==> config.mk <==
export PLATFORM = sky130hd
export DESIGN_NAME = spi_peripheral
export DESIGN_NICKNAME = d
export VERILOG_FILES = /design/src/rtl/spi_regs_pkg.sv /design/src/rtl/sync_edge.sv /design/src/rtl/spi_peripheral.sv
export SDC_FILE = /design/constraint.sdc
export NUM_CORES = 1
export LEC_CHECK = 0
export ABC_AREA = 1
export CORE_UTILIZATION = 49
export DETAILED_ROUTE_END_ITERATION = 12
export GPL_TIMING_DRIVEN = 0
export PLACE_DENSITY = 0.8
export SYNTH_ARGS = -nofsm -noshare
export SYNTH_HDL_FRONTEND = slang
export SYNTH_SLANG_ARGS = --single-unit
==> constraint.sdc <==
create_clock -name clk -period 1.4 [get_ports clk]
set_input_delay 0.28 -clock clk [delete_from_list [all_inputs] [get_ports clk]]
set_output_delay 0.28 -clock clk [all_outputs]
set_load 0.005 [all_outputs]
==> src/rtl/spi_regs_pkg.sv <==
// spi_regs_pkg: register map, frame geometry and receiver state encoding
// shared by the SPI receiver, the PWM block and the top-level wrapper.
`default_nettype none

package spi_regs_pkg;

  localparam logic [6:0] ADDR_EN_OUT_7_0  = 7'h00;
  localparam logic [6:0] ADDR_EN_OUT_15_8 = 7'h01;
  localparam logic [6:0] ADDR_EN_PWM_7_0  = 7'h02;
  localparam logic [6:0] ADDR_EN_PWM_15_8 = 7'h03;
  localparam logic [6:0] ADDR_PWM_DUTY    = 7'h04;
  localparam logic [6:0] MAX_ADDR         = 7'h04;

  localparam int FRAME_BITS = 16;

  typedef enum logic [1:0] {
    IDLE   = 2'd0,
    ACTIVE = 2'd1,
    EVAL   = 2'd2
  } spi_state_t;

endpackage

`default_nettype wire

==> src/rtl/sync_edge.sv <==
// sync_edge: multi-flop synchronizer for an asynchronous input, followed by
// a history flop that yields single-cycle rise/fall events.
`default_nettype none

module sync_edge #(
  parameter int SYNC_STAGES = 2
) (
  input  logic clk,
  input  logic rst,
  input  logic din,
  output logic level,
  output logic rise,
  output logic fall
);

  logic [SYNC_STAGES-1:0] chain;
  logic                   prev;

  // Clearing to 0 means a low input at reset release never looks like a
  // falling edge, so a frame already in progress cannot be joined.
  always_ff @(posedge clk) begin
    if (rst) begin
      chain <= '0;
      prev  <= 1'b0;
    end else begin
      chain <= {chain[SYNC_STAGES-2:0], din};
      prev  <= chain[SYNC_STAGES-1];
    end
  end

  assign level = chain[SYNC_STAGES-1];
  assign rise  = level & ~prev;
  assign fall  = ~level & prev;

endmodule

`default_nettype wire

==> src/rtl/spi_peripheral.sv <==
// spi_peripheral: write-only SPI mode-0 slave holding the five PWM
// configuration registers; commits a 16-bit frame when chip select rises.
`default_nettype none

module spi_peripheral
  import spi_regs_pkg::*;
#(
  parameter int SYNC_STAGES = 2
) (
  input  logic       clk,
  input  logic       rst,
  input  logic       sclk,
  input  logic       copi,
  input  logic       ncs,
  output logic [7:0] en_reg_out_7_0,
  output logic [7:0] en_reg_out_15_8,
  output logic [7:0] en_reg_pwm_7_0,
  output logic [7:0] en_reg_pwm_15_8,
  output logic [7:0] pwm_duty_cycle,
  output logic       wr_strobe
);

  localparam logic [4:0] CNT_FULL = 5'(FRAME_BITS);
  localparam logic [4:0] CNT_SAT  = 5'(FRAME_BITS + 1);

  logic sclk_level, sclk_rise, sclk_fall;
  logic copi_level, copi_rise, copi_fall;
  logic ncs_level, ncs_rise, ncs_fall;

  sync_edge #(.SYNC_STAGES(SYNC_STAGES)) u_sync_sclk (
    .clk(clk), .rst(rst), .din(sclk),
    .level(sclk_level), .rise(sclk_rise), .fall(sclk_fall)
  );

  sync_edge #(.SYNC_STAGES(SYNC_STAGES)) u_sync_copi (
    .clk(clk), .rst(rst), .din(copi),
    .level(copi_level), .rise(copi_rise), .fall(copi_fall)
  );

  sync_edge #(.SYNC_STAGES(SYNC_STAGES)) u_sync_ncs (
    .clk(clk), .rst(rst), .din(ncs),
    .level(ncs_level), .rise(ncs_rise), .fall(ncs_fall)
  );

  logic unused_sync;
  assign unused_sync = &{1'b0, sclk_level, sclk_fall, copi_rise, copi_fall, ncs_level};

  spi_state_t  state, next_state;
  logic [15:0] shift;
  logic [4:0]  count;
  logic [6:0]  frame_addr;
  logic [7:0]  frame_data;
  logic        commit;

  assign frame_addr = shift[14:8];
  assign frame_data = shift[7:0];

  always_comb begin
    next_state = state;
    commit     = 1'b0;
    case (state)
      IDLE: begin
        if (ncs_fall) next_state = ACTIVE;
      end
      ACTIVE: begin
        if (ncs_rise) begin
          next_state = EVAL;
          commit     = (count == CNT_FULL) && shift[15] && (frame_addr <= MAX_ADDR);
        end
      end
      EVAL:    next_state = IDLE;
      default: next_state = IDLE;
    endcase
  end

  always_ff @(posedge clk) begin
    if (rst) begin
      state           <= IDLE;
      shift           <= '0;
      count           <= '0;
      wr_strobe       <= 1'b0;
      en_reg_out_7_0  <= '0;
      en_reg_out_15_8 <= '0;
      en_reg_pwm_7_0  <= '0;
      en_reg_pwm_15_8 <= '0;
      pwm_duty_cycle  <= '0;
    end else begin
      state     <= next_state;
      wr_strobe <= commit;

      // A clock edge coinciding with the closing chip-select edge is dropped
      // so EVAL judges the frame exactly as it stood before that cycle.
      if (state == ACTIVE) begin
        if (sclk_rise && !ncs_rise) begin
          shift <= {shift[14:0], copi_level};
          if (count != CNT_SAT) count <= count + 5'd1;
        end
      end else begin
        shift <= '0;
        count <= '0;
      end

      if (commit) begin
        case (frame_addr)
          ADDR_EN_OUT_7_0:  en_reg_out_7_0  <= frame_data;
          ADDR_EN_OUT_15_8: en_reg_out_15_8 <= frame_data;
          ADDR_EN_PWM_7_0:  en_reg_pwm_7_0  <= frame_data;
          ADDR_EN_PWM_15_8: en_reg_pwm_15_8 <= frame_data;
          ADDR_PWM_DUTY:    pwm_duty_cycle  <= frame_data;
          default: ;
        endcase
      end
    end
  end

endmodule

`default_nettype wire

==> out/results.tsv, run 1 <==
metric	value	unit
htree_levels	3	
synth_seq_area_share	42.00	%
worst_slew_pin_slew	0.4657	ns
fin_ws	-0.1093	ns
final_net_count	550	
worstSetupEndpointType	register	
violations	negative setup slack	
detail_route.wl_per_cell	12.58	um
cp_common_cell	nor2_4	
first_pass_iters	4	
grt_pass1_vias	3029	
drive_gt1_share	19.93	%
ys_ff_latch	72	
cp-start-kind	register	
status	finished with violations	
grt_use_met2	40.29	%
ys_async_sr_fraction	0	%
hold_viol	0	
grt_use_met1	26.04	%
cp_max_fo	8	
place.gp.congestion	0.9128	
core	0.006794	mm2
wirelength	8090	um
ir_worst_vdd	0.6603	mV
total_power	4.079	mW
arrival	1.77	ns
antenna_found_initial	0	
area_delta_synth_final	27.74	%
synthCells	473	
root_buffer	clkbuf_8	
start_util	50.52	%
grt_pass1_wl	13170	um
cts_buffers	9	
cts.sinks	72	
drv_slew	0	
path_cells	inv_2, ha_4, nand2_4, nor2_4, nand3_2, nor2_4, buf_12, buf_6, nand4_1, nand2_1, nor2_1	
met3_usage	5.390	%
critPathBufInv	3	
io_pins	46	
cp.depth	11	
rows	30	
synth_ff_type	dfxtp_1	
syn_nets	481	
rsz0062_at_grt	yes	
worst_clock_skew	0.009579	ns
via_count	3143	
cp-startpoint	count[0]	
viasPerCell	4.888	
cap_viol_max_count	0	
cts_tree	yes	
busiest_layer	met2	
hpwl	5486	um
ff2ff_path_depth	11	
holdWs	0.4079	ns
die_h	85.69	um
critPathTopFamily	simple AND/OR/NAND/NOR gates	
drtIter0Drc	126	
hold_start	u_sync_sclk.chain[0]	
hold_buffers	0	
synth_area	0.003432	mm2
finalCriticalPeriod	1.509	ns
finalSetupTns	-3.029	ns
n_antenna_cell	0	
ys_types	28	
yosysWarnings	0	
timing.fmax	662.6	MHz
pwr_density_cell	930.3	mW/mm2
clk-insertion-delay-late	0.36	ns
overflow	0	
grt_max_degree	13	
pre_cts_slack	-0.2503	ns
p_leak	2.065	nW
slowest_delay	0.33	ns
min_path_cells	2	
ant_nets	0	
worstSetupPathType	reg -> reg	
die_x	85.69	um
globalRouteTotalUtil	22.91	%
drc	0	
slew_headroom	68.96	%
die_area	0.007343	mm2
cts_buffer_depth	2	
portBuffers	45	
timing.rr.start	count[0]	
setup_viol	40	
required	1.66	ns
fin_crit_sh	107.8	%
synth_edf_count	0	
path_clk_slew	0.08	ns
hold_path_class	reg -> reg	
worst_path_max_delay_cell	dfxtp_2	
avgSynthCellArea	7.256	um2
[worst min-delay path: cells and delay by family, from the launching register on]
family                 cells  cell delay, ns
buffers and inverters      1            0.04
flip-flops                 1            0.30
AND/OR/NAND/NOR            1            0.03
[placed cells by master, fill, tap and decap left out, drive strengths merged, types with 2 or more instances in the layout]
master / n
a21oi: 21
buf: 27
bufinv: 2
clkbuf: 14
clkdlybuf4s50: 4
dfxtp: 72
dlygate4sd2: 40
ha: 3
inv: 116
nand2: 102
nand3: 7
nand4: 45
nor2: 69
o21ai: 18
[registers in the layout (all words and copies together) (netlist names)]
register,cells
count,5
en_reg_out_15_8,8
en_reg_out_7_0,8
en_reg_pwm_15_8,8
en_reg_pwm_7_0,8
pwm_duty_cycle,8
shift,16
state,2
u_sync_copi.chain,2
u_sync_ncs.chain,2
u_sync_ncs.prev,1
u_sync_sclk.chain,2
u_sync_sclk.prev,1
wr_strobe,1
[worst paths after layout]
check | end | slack (ns)
setup reg to reg | pwm_duty_cycle[6] | -0.11
hold / removal | u_sync_sclk.chain[1] | 0.41
setup / recovery | pwm_duty_cycle[6] | -0.11
hold reg to reg | u_sync_sclk.chain[1] | 0.41
[synth_stat cells, types with 3 or more instances]
cell type	count	area share, %
inv_2	10	1.1
buf_1	5	0.55
nand3_1	6	0.87
buf_4	4	0.87
inv_1	106	12
nor2_2	3	0.55
nand4_4	5	3.1
a21oi_1	21	3.1
o21ai_0	9	1.3
nor2_1	55	6.0
nor2_4	10	3.3
nand4_1	40	7.3
dfxtp_1	72	42
buf_6	5	1.6
o21ai_1	9	1.3
ha_1	3	1.1
nand2_2	3	0.55
nand2_1	97	11
[per-layer routing]
metal  vias up  share of wire [%]
li1       1587                  -
met1      1439                 40
met2        99                 52
met3        18                5.9
met4         0                2.3
met5         -                  0
[through the flow]
step                utilization (%)  cells  cell area, um2
finish                        64.53    643            4384
global route                  64.53    643            4384
CTS                           63.11    637            4288
detailed placement            58.91    614            4003
global placement              58.91    614            4003
floorplan                         -    473            3432
[where the power goes]
| group | internal [mW] | total, mW | switching [mW] |
|---|---|---|---|
| clock network | 1.10 | 1.89 | 0.782 |
| registers | 2.06 | 2.06 | 0.00529 |
| logic | 0.0419 | 0.129 | 0.0873 |
| total | 3.20 | 4.08 | 0.875 |
[timing repair]
action,in CTS,in global routing
pin swaps,7,22
setup endpoints to repair,82,53
buffers inserted,6,3
cloned,1,3
resized for setup,71,13
[kinds of logic after synthesis]
logic type	after synthesis	synth area share (%)
xor+xnor	2	0.5105
flops	72	42.00
fa+ha+maj	3	1.094
buf+inv	132	16.00
compound gates	39	5.687
simple gates	225	34.71
[area by class of cell]
cell class,count,area [um2]
tap,96,120.1
timing repair buffer,58,533.0
fill,594,2410
clock buffer,12,155.1
sequential,72,1470
clock inverter,4,76.32
buffer,16,115.1
inverter,116,435.4
multi-input combinational,269,1479
Note: power is estimated with default switching activity, not from simulation.
==> run 2: changes to the inputs <==
ABC_CLOCK_PERIOD_IN_PS = 1400   (was not set)
==> results of run 2 <==
The final DEF is identical to that of run 1; final timing and power are the same.
==> run 3: changes to the inputs <==
HOLD_SLACK_MARGIN = 0.15   (was not set)
==> results of run 3 <==
The final DEF is identical to that of run 1; final timing and power are the same.
